## config.mk

```make
export PLATFORM = sky130hd
export DESIGN_NAME = sevenseg_scan_decoder_flat
export DESIGN_NICKNAME = d
export VERILOG_FILES = /design/src/rtl/sevenseg_scan_decoder_if.sv /design/src/rtl/sevenseg_scan_decoder.sv /design/src/flat_wrapper.sv
export SDC_FILE = /design/constraint.sdc
export NUM_CORES = 1
export LEC_CHECK = 0
export BUFFER_PORTS_ARGS = -buffer_cell sky130_fd_sc_hd__buf_4
export CAP_MARGIN = 10
export CORE_ASPECT_RATIO = 0.8
export CORE_UTILIZATION = 40
export CTS_CLUSTER_SIZE = 14
export DETAILED_ROUTE_END_ITERATION = 10
export PLACE_DENSITY = 0.56
export SYNTH_ARGS = -nofsm -noshare
export SYNTH_HDL_FRONTEND = slang
export SYNTH_SLANG_ARGS = --single-unit
```

## constraint.sdc

```tcl
create_clock -name clk -period 6.77 [get_ports clk]
set_input_delay 1.354 -clock clk [delete_from_list [all_inputs] [get_ports clk]]
set_output_delay 1.354 -clock clk [all_outputs]
set_load 0.02 [all_outputs]
```

## src/rtl/sevenseg_scan_decoder_if.sv

```systemverilog
// Multiplexed seven-segment display bus: active-low segments plus active-low anode selects.
interface sevenseg_scan_decoder_if;
    logic [7:0] D1_seg;
    logic [3:0] D1_a;

    modport master (output D1_seg, output D1_a);
    modport slave  (input D1_seg, input D1_a);
endinterface

```

## src/rtl/sevenseg_scan_decoder.sv

```systemverilog
// Receive-side decoder for a 4-digit common-anode scanned display: qualifies each
// anode/segment pair over SETTLE stable samples and rebuilds the displayed hex value.
module sevenseg_scan_decoder #(
    parameter int SETTLE       = 4,
    parameter int STALE_CYCLES = 1000000
) (
    input  logic                          clk,
    input  logic                          rst,
    sevenseg_scan_decoder_if.slave        disp,
    output logic [15:0]                   value,
    output logic [3:0]                    digit_valid,
    output logic [3:0]                    seg_err,
    output logic [3:0]                    dp,
    output logic                          update,
    output logic                          frame_done,
    output logic                          stale
);
    typedef enum logic [1:0] {S_IDLE, S_SETTLE, S_HOLD} state_t;

    localparam logic [7:0]  SETTLE_W = 8'(SETTLE);
    localparam logic [23:0] STALE_W  = 24'(STALE_CYCLES);

    state_t      state, state_nxt;
    logic [7:0]  cnt, cnt_nxt;
    logic [11:0] r_pair, prev_pair;
    logic [3:0]  seen;
    logic [23:0] stale_cnt;
    logic        commit;
    logic        change;
    logic        valid_now;
    logic [3:0]  sel;
    logic [4:0]  decoded;

    function automatic logic one_low(input logic [3:0] a);
        logic [3:0] low;
        low = ~a;
        return (low != 4'd0) && ((low & (low - 4'd1)) == 4'd0);
    endfunction

    function automatic logic [7:0] sat_inc8(input logic [7:0] c);
        return (c == 8'hFF) ? c : c + 8'd1;
    endfunction

    // Returns {legal, nibble}; legal=0 for blank and for non-hex glyphs.
    function automatic logic [4:0] glyph(input logic [6:0] p);
        case (p)
            7'h40: glyph = {1'b1, 4'h0};
            7'h79: glyph = {1'b1, 4'h1};
            7'h24: glyph = {1'b1, 4'h2};
            7'h30: glyph = {1'b1, 4'h3};
            7'h19: glyph = {1'b1, 4'h4};
            7'h12: glyph = {1'b1, 4'h5};
            7'h02: glyph = {1'b1, 4'h6};
            7'h78: glyph = {1'b1, 4'h7};
            7'h00: glyph = {1'b1, 4'h8};
            7'h10: glyph = {1'b1, 4'h9};
            7'h08: glyph = {1'b1, 4'hA};
            7'h03: glyph = {1'b1, 4'hB};
            7'h46: glyph = {1'b1, 4'hC};
            7'h21: glyph = {1'b1, 4'hD};
            7'h06: glyph = {1'b1, 4'hE};
            7'h0E: glyph = {1'b1, 4'hF};
            default: glyph = 5'd0;
        endcase
    endfunction

    assign change    = (r_pair != prev_pair);
    assign valid_now = one_low(r_pair[11:8]);
    assign sel       = ~r_pair[11:8];
    assign decoded   = glyph(r_pair[6:0]);

    // Input sampling and qualification state
    always_ff @(posedge clk or posedge rst) begin
        if (rst) begin
            r_pair    <= '0;
            prev_pair <= '0;
            state     <= S_IDLE;
            cnt       <= '0;
        end else begin
            r_pair    <= {disp.D1_a, disp.D1_seg};
            prev_pair <= r_pair;
            state     <= state_nxt;
            cnt       <= cnt_nxt;
        end
    end

    always_comb begin
        state_nxt = state;
        cnt_nxt   = cnt;
        commit    = 1'b0;
        case (state)
            S_IDLE: begin
                if (valid_now) begin
                    state_nxt = S_SETTLE;
                    cnt_nxt   = 8'd1;
                end
            end
            S_SETTLE, S_HOLD: begin
                if (change) begin
                    if (valid_now) begin
                        state_nxt = S_SETTLE;
                        cnt_nxt   = 8'd1;
                    end else begin
                        state_nxt = S_IDLE;
                        cnt_nxt   = 8'd0;
                    end
                end else if (state == S_SETTLE) begin
                    cnt_nxt = sat_inc8(cnt);
                    if (cnt_nxt == SETTLE_W) begin
                        commit    = 1'b1;
                        state_nxt = S_HOLD;
                    end
                end
            end
            default: begin
                state_nxt = S_IDLE;
                cnt_nxt   = 8'd0;
            end
        endcase
    end

    // Commit, frame tracking and stale detection; a commit always beats the stale threshold
    always_ff @(posedge clk or posedge rst) begin
        if (rst) begin
            value       <= '0;
            digit_valid <= '0;
            seg_err     <= '0;
            dp          <= '0;
            update      <= 1'b0;
            frame_done  <= 1'b0;
            stale       <= 1'b0;
            seen        <= '0;
            stale_cnt   <= '0;
        end else begin
            update     <= commit;
            frame_done <= 1'b0;
            if (commit) begin
                for (int i = 0; i < 4; i++) begin
                    if (sel[i]) begin
                        if (decoded[4]) begin
                            value[4*i +: 4] <= decoded[3:0];
                            digit_valid[i]  <= 1'b1;
                            seg_err[i]      <= 1'b0;
                        end else begin
                            digit_valid[i]  <= 1'b0;
                            seg_err[i]      <= (r_pair[6:0] != 7'h7F);
                        end
                        dp[i] <= ~r_pair[7];
                    end
                end
                if ((seen | sel) == 4'hF) begin
                    frame_done <= 1'b1;
                    seen       <= '0;
                end else begin
                    seen <= seen | sel;
                end
                stale     <= 1'b0;
                stale_cnt <= '0;
            end else if (stale_cnt != STALE_W) begin
                stale_cnt <= stale_cnt + 24'd1;
                if (stale_cnt + 24'd1 == STALE_W) begin
                    stale       <= 1'b1;
                    digit_valid <= '0;
                    seen        <= '0;
                end
            end
        end
    end
endmodule

```

## src/flat_wrapper.sv

```systemverilog
// flat-port wrapper written by rule: the top's interface ports become plain ports
module sevenseg_scan_decoder_flat 
#(
    parameter int SETTLE       = 4,
    parameter int STALE_CYCLES = 1000000
)
  (clk, rst, value, digit_valid, seg_err, dp, update, frame_done, stale, disp_D1_seg, disp_D1_a);
  sevenseg_scan_decoder_if disp_i ();
  input  logic clk;
  input  logic rst;
  output logic [15:0] value;
  output logic [3:0] digit_valid;
  output logic [3:0] seg_err;
  output logic [3:0] dp;
  output logic update;
  output logic frame_done;
  output logic stale;
  input wire logic [$bits(disp_i.D1_seg)-1:0] disp_D1_seg;
  input wire logic [$bits(disp_i.D1_a)-1:0] disp_D1_a;
  assign disp_i.D1_seg = disp_D1_seg;
  assign disp_i.D1_a = disp_D1_a;
  sevenseg_scan_decoder #(.SETTLE(SETTLE), .STALE_CYCLES(STALE_CYCLES)) u_core (.clk(clk), .rst(rst), .disp(disp_i), .value(value), .digit_valid(digit_valid), .seg_err(seg_err), .dp(dp), .update(update), .frame_done(frame_done), .stale(stale));
endmodule
```

==> results.txt, run 1 <==
- Worst-case clock buffer depth: 2
- Outcome: finished, final reports clean
- Buffer count from post-CTS setup fixing: 0
* Synthesized-area fraction occupied by adder cells: 1.85%
- Dividing total power by cell area gives a power density of 210 nW/um^2.
* Fraction of layout instances using a drive strength above 1: 17.9%
- Initial antenna violation count: 0
- Routed vias/inst: 5.60
- FF/Latch Area: 2330 um^2
- # diodes: 0
- The die covers 12200 um^2.
- Setup repair after global routing left no endpoint under its margin.
- Maximum resistive drop on vdd: 134 uV
- Summing every instance area after synthesis gives 4720 um^2.
- In this run, post-CTS repair resized a total of 0 instances.
* Nets: 531
- Number of placed I/O pins: 45
- Maximum fanout encountered on the critical timing path: 9
- Number of standard-cell rows in the floorplan: 35
* Most common flop cell mapped by yosys: sky130_fd_sc_hd__dfrtp_1
* Count of pins over their slew limit: 0
* Synthesized-area fraction occupied by ao, oa, aoi and oai cells: 10.9%
- After technology mapping, the gate count stands at 476.
* Count of synthesis-stage warnings from yosys: 0
* Area of combinational cells with multiple inputs: 2240 um^2
- Setup TNS: 0 ns
- The count of final hold-check violations is 0.
* Final critical delay including setup and external delays: 3.36 ns
- Max Fclk: 0.297 GHz
- The first global-routing pass estimated 19.1 mm of wire.
* Largest net degree at the start of global routing: 70
* Area added between synthesis and finish: 15.8%
- Summed over all layers, the global routing overflow is 0.
* HPWL Detailed: 8.03 mm
- The worst pin sits at a relative slew slack of 26.7%.
* Count of buffers from port buffering: 44
* Post-layout worst setup margin: 3.41 ns
- Number of enable flip-flop cells after synthesis: 0
- Post-synth cell types: 64
* Overall global routing resource usage: 20.4%
* Synthesized flop and latch total: 93
- Post-detailed-route count of antenna-violating nets: 0
- Of the synthesized area, sequential elements account for 49.3%.
- In the final routed layout, each cell accounts on average for 17.2 um.
- For this design the static power due to leakage is 2.41 nW.
- Core box area: 11500 um^2
* CTS tree: done
- Across the run, the number of max-cap violations was 0.
- The number of clock buffers added by TritonCTS is 9.
- The floorplan step set the die height to 99.2 um.
- The detailed router placed 3714 vias in this run.
- The congestion estimate from routability-driven global placement came to 0.900.
- Averaged over all synthesized cells, the footprint is 9.92 um^2.
- Main combinational cell family by area after synthesis: simple AND/OR/NAND/NOR gates
* Fill cell instance count of the final layout: 1101
- In the synthesized netlist the async set-or-reset flop fraction comes to 100%.
- For this configuration, the core starts out at a cell density of 41.0%.
- Drt pass-1 iters: 5
- Root Buffer Master: sky130_fd_sc_hd__clkbuf_16
- Endpoints failing setup: 0
- The routed design has 11.4 mm of wire.
- In this run the worst hold path is classified as flop to flop.
- Counting every sink on the clock net gives 93.
* Endpoint type of the worst setup path: flop
- Measured along the x axis, the die boundary spans 123 um.
- Crit path kind: flop to flop
- Clock edge transition at the registers on the reported setup and hold paths: 0.07 ns
- Number of buffers inserted by hold repair at cts: 0
- Vias in the first global route: 3519
- After layout, the design draws a total of 1.15 mW.
- After layout, the worst path uses 49.7% of the clock period.
- Multiplexer cells account for 4.64% of the synthesized area.
* Transition time at the pin with the least slew margin: 1.10 ns
* Xor-xnor portion of the synthesized cell area: 7.23%
* Place WS: 3.40 ns
- Source-to-sink clock delay at the later pin of the worst-skew pair: 0.35 ns
- The first routing iteration left 426 violations.
- H-tree levels: 3
* Data required time at the worst endpoint: 6.98 ns
* Final setup skew: 0.00841 ns
* Simple-Gate Fraction of Synth Area: 22.6%
- The number of nets in the synthesized netlist is 497.
* Critical path arrival: 3.57 ns
- After detailed routing, the number of remaining DRC violations is 0.
- STA classifies the critical path startpoint as a flop.
==> cell families after synthesis <==
family | Yosys count
xor+xnor | 39
simple gates | 195
compound gates | 79
buf+inv | 43
fa+ha+maj | 7
flops | 93
mux | 20
==> worst max-delay path: stages, from the launching register on <==
cell	delay, ns
sky130_fd_sc_hd__dfrtp_1	0.44
sky130_fd_sc_hd__ha_1	0.33
sky130_fd_sc_hd__nand4_4	0.17
sky130_fd_sc_hd__nor4_4	0.55
sky130_fd_sc_hd__nand4_2	0.20
sky130_fd_sc_hd__a2111o_1	0.46
sky130_fd_sc_hd__or4_4	0.43
sky130_fd_sc_hd__a2111oi_4	0.51
sky130_fd_sc_hd__nor3_1	0.13
==> stage by stage <==
step / cells / area (um^2) / hold WS, ns / util, %
2_1_floorplan: 476 / 4720 / 0.352 / -
3_3_place_gp: 647 / 5180 / 0.481 / 45.0
3_5_place_dp: 647 / 5180 / 0.482 / 45.0
4_1_cts: 663 / 5470 / 0.502 / 47.5
5_1_grt: 663 / 5470 / 0.525 / 47.5
6_report: 663 / 5470 / 0.499 / 47.5
==> state kept, by name, indices dropped and copies added, names as in the netlist <==
register	cells
u_core.digit_valid	4
u_core.value	16
u_core.stale	1
u_core.dp	4
u_core.seg_err	4
u_core.stale_cnt	24
u_core.state	2
u_core.r_pair	12
u_core.prev_pair	12
u_core.frame_done	1
u_core.cnt	8
u_core.seen	4
u_core.update	1
==> path summary, 6_finish.rpt <==
check	cells after the start	end	slack, ns	from
max in group asynchronous	3	u_core.seen[0]	4.63	rst
min reg2reg	2	u_core.seg_err[1]	0.50	u_core.seg_err[1]
max	8	u_core.digit_valid[3]	3.41	u_core.stale_cnt[1]
max reg2reg	8	u_core.digit_valid[3]	3.41	u_core.stale_cnt[1]
min	2	u_core.seg_err[1]	0.50	u_core.seg_err[1]
min in group asynchronous	2	u_core.r_pair[2]	0.98	rst
==> placed cells by master, fill, tap and decap left out, types with 4 or more instances in the layout <==
| cell type | count |
|---|---|
| sky130_fd_sc_hd__nor3_1 | 22 |
| sky130_fd_sc_hd__xor2_1 | 25 |
| sky130_fd_sc_hd__buf_4 | 47 |
| sky130_fd_sc_hd__o21ai_0 | 21 |
| sky130_fd_sc_hd__inv_1 | 18 |
| sky130_fd_sc_hd__nor2b_1 | 5 |
| sky130_fd_sc_hd__xnor2_1 | 14 |
| sky130_fd_sc_hd__mux2i_1 | 5 |
| sky130_fd_sc_hd__nor4b_1 | 4 |
| sky130_fd_sc_hd__nor4_1 | 6 |
| sky130_fd_sc_hd__o31ai_1 | 5 |
| sky130_fd_sc_hd__nor2_1 | 47 |
| sky130_fd_sc_hd__dfrtp_1 | 93 |
| sky130_fd_sc_hd__a21oi_1 | 23 |
| sky130_fd_sc_hd__nand4_1 | 12 |
| sky130_fd_sc_hd__nand3_1 | 16 |
| sky130_fd_sc_hd__and3_1 | 6 |
| sky130_fd_sc_hd__clkbuf_16 | 9 |
| sky130_fd_sc_hd__mux2_2 | 15 |
| sky130_fd_sc_hd__and2_1 | 4 |
| sky130_fd_sc_hd__nand2_1 | 37 |
| sky130_fd_sc_hd__ha_1 | 7 |
| sky130_fd_sc_hd__clkinv_4 | 4 |
| sky130_fd_sc_hd__a31oi_1 | 6 |
| sky130_fd_sc_hd__nand2b_1 | 6 |
==> per-layer routing <==
metal	global-route usage, %	vias to the layer above	wire length, um
met5	0	-	0
met4	3.89	0	121
met3	5.10	12	594
met2	26.5	119	4590
met1	33.4	1829	6080
li1	-	1754	-
==> power by group <==
part / total, mW / leakage [nW] / internal [mW] / switching (mW)
sequential: 0.583 / 1.23 / 0.566 / 0.0179
clock: 0.495 / 0.144 / 0.258 / 0.237
combinational: 0.0721 / 1.04 / 0.0261 / 0.0460
total: 1.15 / 2.41 / 0.850 / 0.301
==> synthesized netlist by cell type (all sizes together) (2+ instances only) <==
| library cell | number | area (um^2) |
|---|---|---|
| nor2b | 5 | 31.3 |
| clkbuf | 22 | 82.6 |
| nand3b | 2 | 15.0 |
| nor3b | 3 | 22.5 |
| a21oi | 23 | 115 |
| and4 | 3 | 26.3 |
| a31oi | 6 | 37.5 |
| xnor2 | 14 | 123 |
| o31ai | 5 | 37.5 |
| dfrtp | 93 | 2330 |
| nand3 | 17 | 90.1 |
| and3 | 6 | 37.5 |
| mux2i | 5 | 50.1 |
| o21ai | 21 | 105 |
| mux2 | 15 | 169 |
| a22oi | 2 | 15.0 |
| nand4b | 2 | 17.5 |
| nor4b | 4 | 35.0 |
| nor3 | 24 | 130 |
| buf | 2 | 10.0 |
| a21o | 2 | 16.3 |
| or4 | 5 | 42.5 |
| nor4 | 8 | 71.3 |
| xor2 | 25 | 219 |
| or3 | 3 | 18.8 |
| ha | 7 | 87.6 |
| inv | 19 | 71.3 |
| o22ai | 3 | 18.8 |
| nand2b | 6 | 37.5 |
| and2 | 4 | 25.0 |
| nand4 | 14 | 109 |
| nand2 | 37 | 139 |
| nor2 | 47 | 176 |
| or2 | 2 | 12.5 |
==> cell type report <==
| cell class | count | area share (%) |
|---|---|---|
| multi-input cells | 340 | 41.0 |
| well taps | 148 | 3.38 |
| flip-flops and latches | 93 | 42.5 |
| clock buffers | 9 | 4.12 |
| inverters | 19 | 1.35 |
| clock inverters | 7 | 1.21 |
| repair buffers | 47 | 6.45 |
No activity file was read; power rests on OpenSTA's default activity.
==> run 2, diff against run 1 <==
ABC_AREA = 1   (was not set)
PLACE_DENSITY = 0.55   (was 0.56)
clock period = 3.1 ns   (was 6.77 ns; I/O delays follow)
==> results.txt, run 2 <==
- RSZ-0062 raised after global routing: no
- The worst setup path is captured at a flop.
* Final cycle utilization of the critical path: 79.4% (+30 points)
- After synthesis, the cell types taking the most area are sky130_fd_sc_hd__dfrtp_1 45%, sky130_fd_sc_hd__nand2_1 16%, sky130_fd_sc_hd__nor2_1 6.6%, sky130_fd_sc_hd__nand3_1 5.8%, sky130_fd_sc_hd__inv_1 5.4%.
- Gate count of the mapped netlist: 684 (+44%)
- The number of nets with antenna violations after routing is 0 (unchanged).
- The number of flip-flops under the largest register name is 24 (unchanged).
- The wire length per cell is 13.6 um (-21%).
* Final setup skew: 0.00789 ns (-0.000520 ns)
- The net total in the final layout came to 756 (+42%).
- Setup TNS: 0 ns (unchanged)
* Cell with the most instances on the worst path: sky130_fd_sc_hd__nand2_1
- Cell chain of the critical path: nand2_1 > nor2_1 > nand2_1 > nor2_2 > nand2_1 > nand2_1 > nand2_1 > nor2_1 > nand2_1 > nor2_1 > nand2_1 > nand3_1 > nand2_1
- The count of warnings emitted by yosys is 0 (unchanged).
- The maximum fanout count along the critical path is 11 (+2).
- The total wire length was 12.4 mm (+8.8%).
* Part of the Yosys area used for sequential elements: 45.1% (-4.2 points)
- Count of buffering cells on the critical path with inverters included: 0 (unchanged)
- Number of placed I/O pins: 45 (unchanged)
- The critical path is of the flop to flop type.
* # diodes: 0 (unchanged)
* Die area: 13400 um^2 (+9.1%)
- The starting density of the core is 41.7% (+0.65 points).
- The overall routing resource usage came to 20.4% (about the same).
- Final design instance area without fill: 5960 um^2 (+8.9%)
- Drt pass-1 iters: 5 (unchanged)
- Maximum resistive drop on vdd: 265 uV (+98%)
- The number of rows in the core area came to 36 (+2.9%).
- The final HPWL from detailed placement came to 9.31 mm (+16%).
* Largest registers: u_core.stale_cnt: 24 flops, u_core.value: 16 flops
* Largest net degree at the start of global routing: 53 (-24%)
- Outcome: finished, final reports clean
* Global placer's final weighted congestion: 0.898 (-0.21%)
- STA classifies the critical path startpoint as a flop.
* Final Hold Vio Count: 0 (unchanged)
- The number of different library cells in the post-synthesis netlist is 38 (-41%).
- The total number of vias came to 4494 (+21%).
- The count of final setup violators came to 0 (unchanged).
- The top cell type's share of synthesized area came to 45.1% (-4.2 points).
- The number of DRC markers in iteration 0 came to 296 (-31%).
* Most common cell after layout, fill and taps aside: sky130_fd_sc_hd__nand2_1
- Largest reg by FF count: u_core.stale_cnt
- Most instantiated library cell after synthesis: sky130_fd_sc_hd__nand2_1
- Number of buffers inserted by hold repair at cts: 0 (unchanged)
* Global-route wire length before repair: 21.2 mm (+11%)
* Global routing met2 resource utilization: 30.6% (+4.1 points)
* Fraction of layout instances using a drive strength above 1: 12.9% (-5.0 points)
* CP peak stage delay: 0.56 ns (about the same)
- The largest total area in the synthesized netlist belongs to sky130_fd_sc_hd__dfrtp_1.
* Vias in the first global route: 4346 (+24%)
- CTS tree: done
* Worst-case clock buffer depth: 2 (unchanged)
- The placement-stage cell area is 5700 um^2 (+10%).
* Area added between synthesis and finish: 15.5%
- CTS Buf Count: 9 (unchanged)
- The source-to-sink clock delay at the later pin of the worst-skew pair came to 0.35 ns (about the same).
- The fraction of met3 tracks used by global routing came to 6.10% (+0.99 points).
- The worst path arrival time is 2.70 ns (-0.87 ns).
- The tightest slew margin relative to the limit is 51.2% (+24 points).
- The width of the chip is 129 um (+4.4%).
- The number of levels the H-tree was split into came to 3 (unchanged).
- Final standard cell utilization of the core: 48.1% (+0.60 points)
* Fraction of registers with async set or reset after synthesis: 100% (unchanged)
- The clock-pin transition on the worst setup and hold timing paths is 0.07 ns (about the same).
- The met1 layer usage reported by global route was 28.5% (-4.9 points).
* Root Buffer Master: sky130_fd_sc_hd__clkbuf_16
- Most common flop cell mapped by yosys: sky130_fd_sc_hd__dfrtp_1
* Transition time at the pin with the least slew margin: 0.729 ns (-0.367 ns)
* Count of buffers from port buffering: 44 (unchanged)
- The CTS sink count was 93 (unchanged).
* Cell area after synthesis: 5160 um^2 (+9.2%)
- Die boundary height: 104 um (+4.4%)
- The number of maximum-capacitance violations was 0 (unchanged).
- Final critical delay including setup and external delays: 2.46 ns (-0.902 ns)
- After global routing, the most crowded layer is met2.
- The cell area power density is 438 nW/um^2 (+110%).
- The highest achievable clock rate came to 0.406 GHz (+37%).
- The DRC violation count after routing was 0 (unchanged).
- Worst min-delay path class: primary input to async pin
* Buffer count from post-CTS setup fixing: 0 (unchanged)
* Most used cells in the layout excluding fill and tap cells: 217 x sky130_fd_sc_hd__nand2_1, 93 x sky130_fd_sc_hd__dfrtp_1, 91 x sky130_fd_sc_hd__nor2_1
- Critical-path cell with the highest stage delay: sky130_fd_sc_hd__nor2_1
- The leakage power summed over all cells is 3.04 nW (+26%).
- Synthesized flop and latch total: 93 (unchanged)
- Most instantiated cells after synthesis: 217 x sky130_fd_sc_hd__nand2_1, 93 x sky130_fd_sc_hd__dfrtp_1, 91 x sky130_fd_sc_hd__nor2_1
- The average size of a mapped cell came to 7.54 um^2 (-24%).
* Core box area: 12400 um^2 (+7.6%)
* Kind of cell adding the most delay to the critical path: simple AND/OR/NAND/NOR gates
- The number of antenna violations at the first check in global routing came to 0 (unchanged).
- The number of gates resized after cts came to 0 (unchanged).
- The total global routing overflow came to 0 (unchanged).
- The final count of pins violating max slew came to 0 (unchanged).
- Data required time at the worst endpoint: 3.34 ns (-3.64 ns)
* Routed vias/inst: 4.95 (-12%)
- The count of flip-flops with a built-in enable after synthesis was 0 (unchanged).
* Post-Syn Nets: 705 (+42%)
==> run 2: cell count changes after synthesis, moves of 13 or more <==
| cell | previous run | this run |
|---|---|---|
| sky130_fd_sc_hd__nand2_1 | 37 | 217 |
| sky130_fd_sc_hd__inv_1 | 19 | 74 |
| sky130_fd_sc_hd__nand3_1 | 16 | 60 |
| sky130_fd_sc_hd__nor2_1 | 47 | 91 |
| sky130_fd_sc_hd__clkbuf_1 | 22 | 0 |
| sky130_fd_sc_hd__xor2_1 | 25 | 9 |
| sky130_fd_sc_hd__mux2_2 | 15 | 0 |
| sky130_fd_sc_hd__nor3_1 | 22 | 9 |
==> run 2: cell families (layout without fill, tap and decap cells) <==
kind of cell | after synthesis | in the layout | share of synthesized area, %
simple gates | 432 | 432 | 38.7
buf+inv | 85 | 138 | 6.50
fa+ha+maj | 7 | 7 | 1.70
xor+xnor | 13 | 13 | 2.21
compound gates | 54 | 54 | 5.82
flops | 93 | 93 | 45.1
==> run 2: layout make-up <==
type,count,area [um^2]
clock buffer,10,239
fill,1193,6430
tap,171,214
multi-input combinational,506,2500
clock inverter,3,25.0
timing repair buffer,46,358
inverter,79,299
sequential,93,2330
==> run 2: per-layer routing <==
metal  wire length (um)  vias to the layer above  share of wire (%)
li1                   -                     2291                  -
met1               6100                     2054                 49
met2               5360                      134                 43
met3                751                       15                6.1
met4                176                        0                1.4
met5                  0                        -                  0
==> run 2: final timing paths <==
| kind | slack [ns] | start | to | depth (start not counted) |
|---|---|---|---|---|
| max | 0.64 | u_core.stale_cnt[2] | u_core.seen[1] | 13 |
| max reg2reg | 0.64 | u_core.stale_cnt[2] | u_core.seen[1] | 13 |
| min in group clk | 0.37 | disp_D1_a[0] | u_core.r_pair[8] | 1 |
| max in group asynchronous | 2.10 | rst | u_core.cnt[5] | 3 |
| min | 0.33 | rst | u_core.stale_cnt[19] | 2 |
| min reg2reg | 0.44 | u_core.r_pair[1] | u_core.prev_pair[1] | 0 |
==> run 2: power by group <==
| group | switching, mW | total (mW) | internal, mW | leakage [nW] |
|---|---|---|---|---|
| Sequential | 0.0416 | 1.29 | 1.25 | 1.22 |
| Clock | 0.473 | 1.03 | 0.555 | 0.126 |
| Combinational | 0.192 | 0.290 | 0.0989 | 1.69 |
| Total | 0.706 | 2.61 | 1.90 | 3.04 |
==> run 2: stage by stage <==
step | std cells | power, mW | hold WS (ns) | worst slack [ns]
finish | 908 | 2.61 | 0.332 | 0.639
global route | 908 | 2.74 | 0.354 | 0.312
CTS | 908 | 2.64 | 0.354 | 0.652
global placement | 895 | 1.60 | 0.436 | 0.772
floorplan | 684 | 1.52 | 0.349 | 0.0597
detailed placement | 895 | 1.61 | 0.434 | 0.664
==> run 3, diff against run 2 <==
ABC_AREA = 0   (was 1)
PLACE_DENSITY = 0.56   (was 0.55)
clock period = 2.38 ns   (was 3.1 ns; I/O delays follow)
==> results.txt, run 3 (synthesis gave the netlist of run 1 again) <==
- The flow ran to the end, but the final reports show violations.
- The checks that failed: setup timing.
* Count of buffers from port buffering: 44 (unchanged)
- The post-layout minimum cycle time came to 2.56 ns (+0.0954 ns).
- Initial antenna violation count: 0 (unchanged)
- The highest cell delay on the worst timing path is 0.40 ns (-0.16 ns).
* Transition time at the pin with the least slew margin: 0.506 ns (-0.223 ns)
- The proportion of layout cells with a drive suffix above 1 came to 40.0% (+27 points).
- The post-route setup TNS came to -3.31 ns (-3.31 ns).
* Critical path arrival: 2.79 ns (+0.09 ns)
- The final weighted congestion in routability-driven placement was 0.845 (-5.9%).
- STA classifies the critical path startpoint as a flop.
- The number of nets with antenna violations after routing was 0 (unchanged).
- The via count of the first global-routing pass is 3994 (-8.1%).
- The cell area power density came to 499 nW/um^2 (+14%).
- The final count of pins violating max slew is 0 (unchanged).
* Overall global routing resource usage: 21.6% (+1.2 points)
* Worst-case clock buffer depth: 2 (unchanged)
* Cell with the most instances on the worst path: sky130_fd_sc_hd__buf_4
- The signal on the critical path passes through buf_4 > nand4_1 > buf_4 > nor4_4 > buf_4 > nand3_1 > xor2_2 > nand4_1 > a2111oi_4 > buf_4 > nor2_1.
- Endpoint type of the worst setup path: flop
- Number of flip-flops in the largest register: 24 (unchanged)
* Final design instance area without fill: 6750 um^2 (+13%)
- CTS tree: done
- Vias after detailed routing: 4046 (-10%)
- The vertical extent of the die came to 99.2 um (-4.2%).
- The source-to-sink clock delay at the later pin of the worst-skew pair was 0.34 ns (about the same).
* Detailed-route wire length: 12.6 mm (+1.4%)
- Total overflow reported by the global router: 0 (unchanged)
* Area post-placement: 6060 um^2 (+6.4%)
* Crit path kind: flop to flop
* Effective utilization at floorplan: 41.0% (-0.65 points)
- The number of buffers added to fix hold violations after cts was 0 (unchanged).
- Drt pass-1 iters: 4 (-1)
- Maximum fanout encountered on the critical timing path: 5 (-6)
- Fin cells: 775 (-15%)
- The number of DRC markers in iteration 0 came to 440 (+49%).
- The tightest min-delay check is of the primary input to flop type.
* Largest registers: u_core.stale_cnt: 24 flops, u_core.value: 16 flops
- The overall die area is 12200 um^2 (-8.3%).
- Count of placed standard cells including taps: 741 (-17%)
- The slowest stage of the critical path belongs to the cell sky130_fd_sc_hd__dfrtp_1.
* Endpoints failing setup: 24 (+24)
- The area of the core is 11500 um^2 (-7.0%).
* Place WS: -0.371 ns (-1.03 ns)
* Number of maximum-capacitance violations: 0 (unchanged)
* Root Buffer Master: sky130_fd_sc_hd__clkbuf_16
- The I/O pin count is 45 (unchanged).
- The worst-case vdd ir drop came to 346 uV (+30%).
- Die W: 123 um (-4.3%)
* Number of standard-cell rows in the floorplan: 35 (-2.8%)
- The largest clock skew in the final design is 0.0120 ns (+0.00410 ns).
- RSZ-0062 raised after global routing: yes
* H-tree levels: 3 (unchanged)
* Routed vias/inst: 5.22 (+5.5%)
- Routed wire length per instance: 16.2 um (+19%)
- In the layout the commonest cells are 146 x sky130_fd_sc_hd__buf_4, 92 x sky130_fd_sc_hd__dfrtp_1, 42 x sky130_fd_sc_hd__nor2_1.
* # diodes: 0 (unchanged)
- Data required time at the worst endpoint: 2.62 ns (-0.72 ns)
- Relative to the synthesized area, the layout overhead comes to 42.8%.
- Nets: 643 (-15%)
- The leakage power summed over all cells was 3.13 nW (+2.9%).
* Clock edge transition at the registers on the reported setup and hold paths: 0.07 ns (about the same)
- Largest net degree at the start of global routing: 94 (+77%)
- The library cell used most frequently in the layout, excluding fill and tap cells, is sky130_fd_sc_hd__buf_4.
- Global-route wire length before repair: 20.4 mm (-3.8%)
* Clock Sinks: 93 (unchanged)
- Ranked by flip-flop count, first place goes to u_core.stale_cnt.
- Final Hold Vio Count: 0 (unchanged)
- CTS Buf Count: 9 (unchanged)
- The DRC violation count after routing came to 0 (unchanged).
- Final cycle utilization of the critical path: 107% (+28 points)
- The least setup slack across all paths after layout came to -0.177 ns (-0.815 ns).
- The highest achievable clock rate came to 0.391 GHz (-3.7%).
- The tightest slew margin relative to the limit was 66.3% (+15 points).
* HPWL Detailed: 8.92 mm (-4.3%)
-- run 3: changes by cell type in the layout (fill, tap and decap cells not counted), sizes merged, moves of 14 or more --
cell   before  now
nand2     226   37
buf        46  159
nor2      107   47
inv        79   22
nand3      60   17
xor2        9   25
mux2        0   15
nor3       10   24
-- run 3: timing repair --
item | in CTS | in global routing
pin swaps | 10 | 16
setup endpoints to repair | 28 | 45
buffers inserted | 8 | 9
resized for setup | 22 | 47
gates cloned | 1 | 0
-- run 3: final timing paths --
| check | startpoint | end | slack, ns | cells past startpoint |
|---|---|---|---|---|
| max | u_core.stale_cnt[7] | u_core.digit_valid[1] | -0.18 | 11 |
| min | disp_D1_a[2] | u_core.r_pair[10] | 0.24 | 1 |
| max reg2reg | u_core.stale_cnt[7] | u_core.digit_valid[1] | -0.18 | 11 |
| min reg2reg | u_core.dp[2] | u_core.dp[2] | 0.49 | 2 |
| max in group asynchronous | rst | u_core.r_pair[6] | 1.72 | 3 |
| min in group asynchronous | rst | u_core.cnt[7] | 0.26 | 3 |
-- run 3: metrics by stage --
stage | hold WS (ns) | power, mW | utilization [%]
finish | 0.238 | 3.36 | 58.6
detailed placement | 0.462 | 1.97 | 52.6
global placement | 0.477 | 1.96 | 52.6
floorplan | 0.352 | 1.84 | -
global route | 0.224 | 3.50 | 58.6
CTS | 0.230 | 3.40 | 56.6
-- run 3: report_power, final --
part / internal, mW / switching (mW) / leakage [nW] / total, mW
Combinational: 0.136 / 0.188 / 1.76 / 0.325
Sequential: 1.61 / 0.0220 / 1.23 / 1.63
Clock: 0.755 / 0.653 / 0.142 / 1.41
-- run 3: worst max-delay path: cells and delay by family, from the launching register on --
family / cells / cell delay [ns]
AOI/OAI and AO/OA: 1 / 0.37
xor gates and xnor gates: 1 / 0.18
buffers and inverters: 4 / 0.75
DFF: 1 / 0.40
and+or+nand+nor: 5 / 0.75
-- run 3: layout make-up --
type | instances | area, um^2
Clock inverter | 6 | 50.0
Fill cell | 966 | 4770
Multi-Input combinational cell | 340 | 2610
Timing Repair Buffer | 159 | 1260
Tap cell | 148 | 185
Sequential cell | 93 | 2330
Clock buffer | 10 | 239
Inverter | 19 | 75.1
-- run 3: routing by layer --
metal  share of wire, %  vias up  GRT usage, %  wire length [um]
met2                 45       77          33.1              5670
met1                 51     1980          32.1              6410
li1                   -     1980             -                 -
met4               0.65        0          4.08                82
met3                3.2        9          3.78               400
met5                  0        -             0                 0
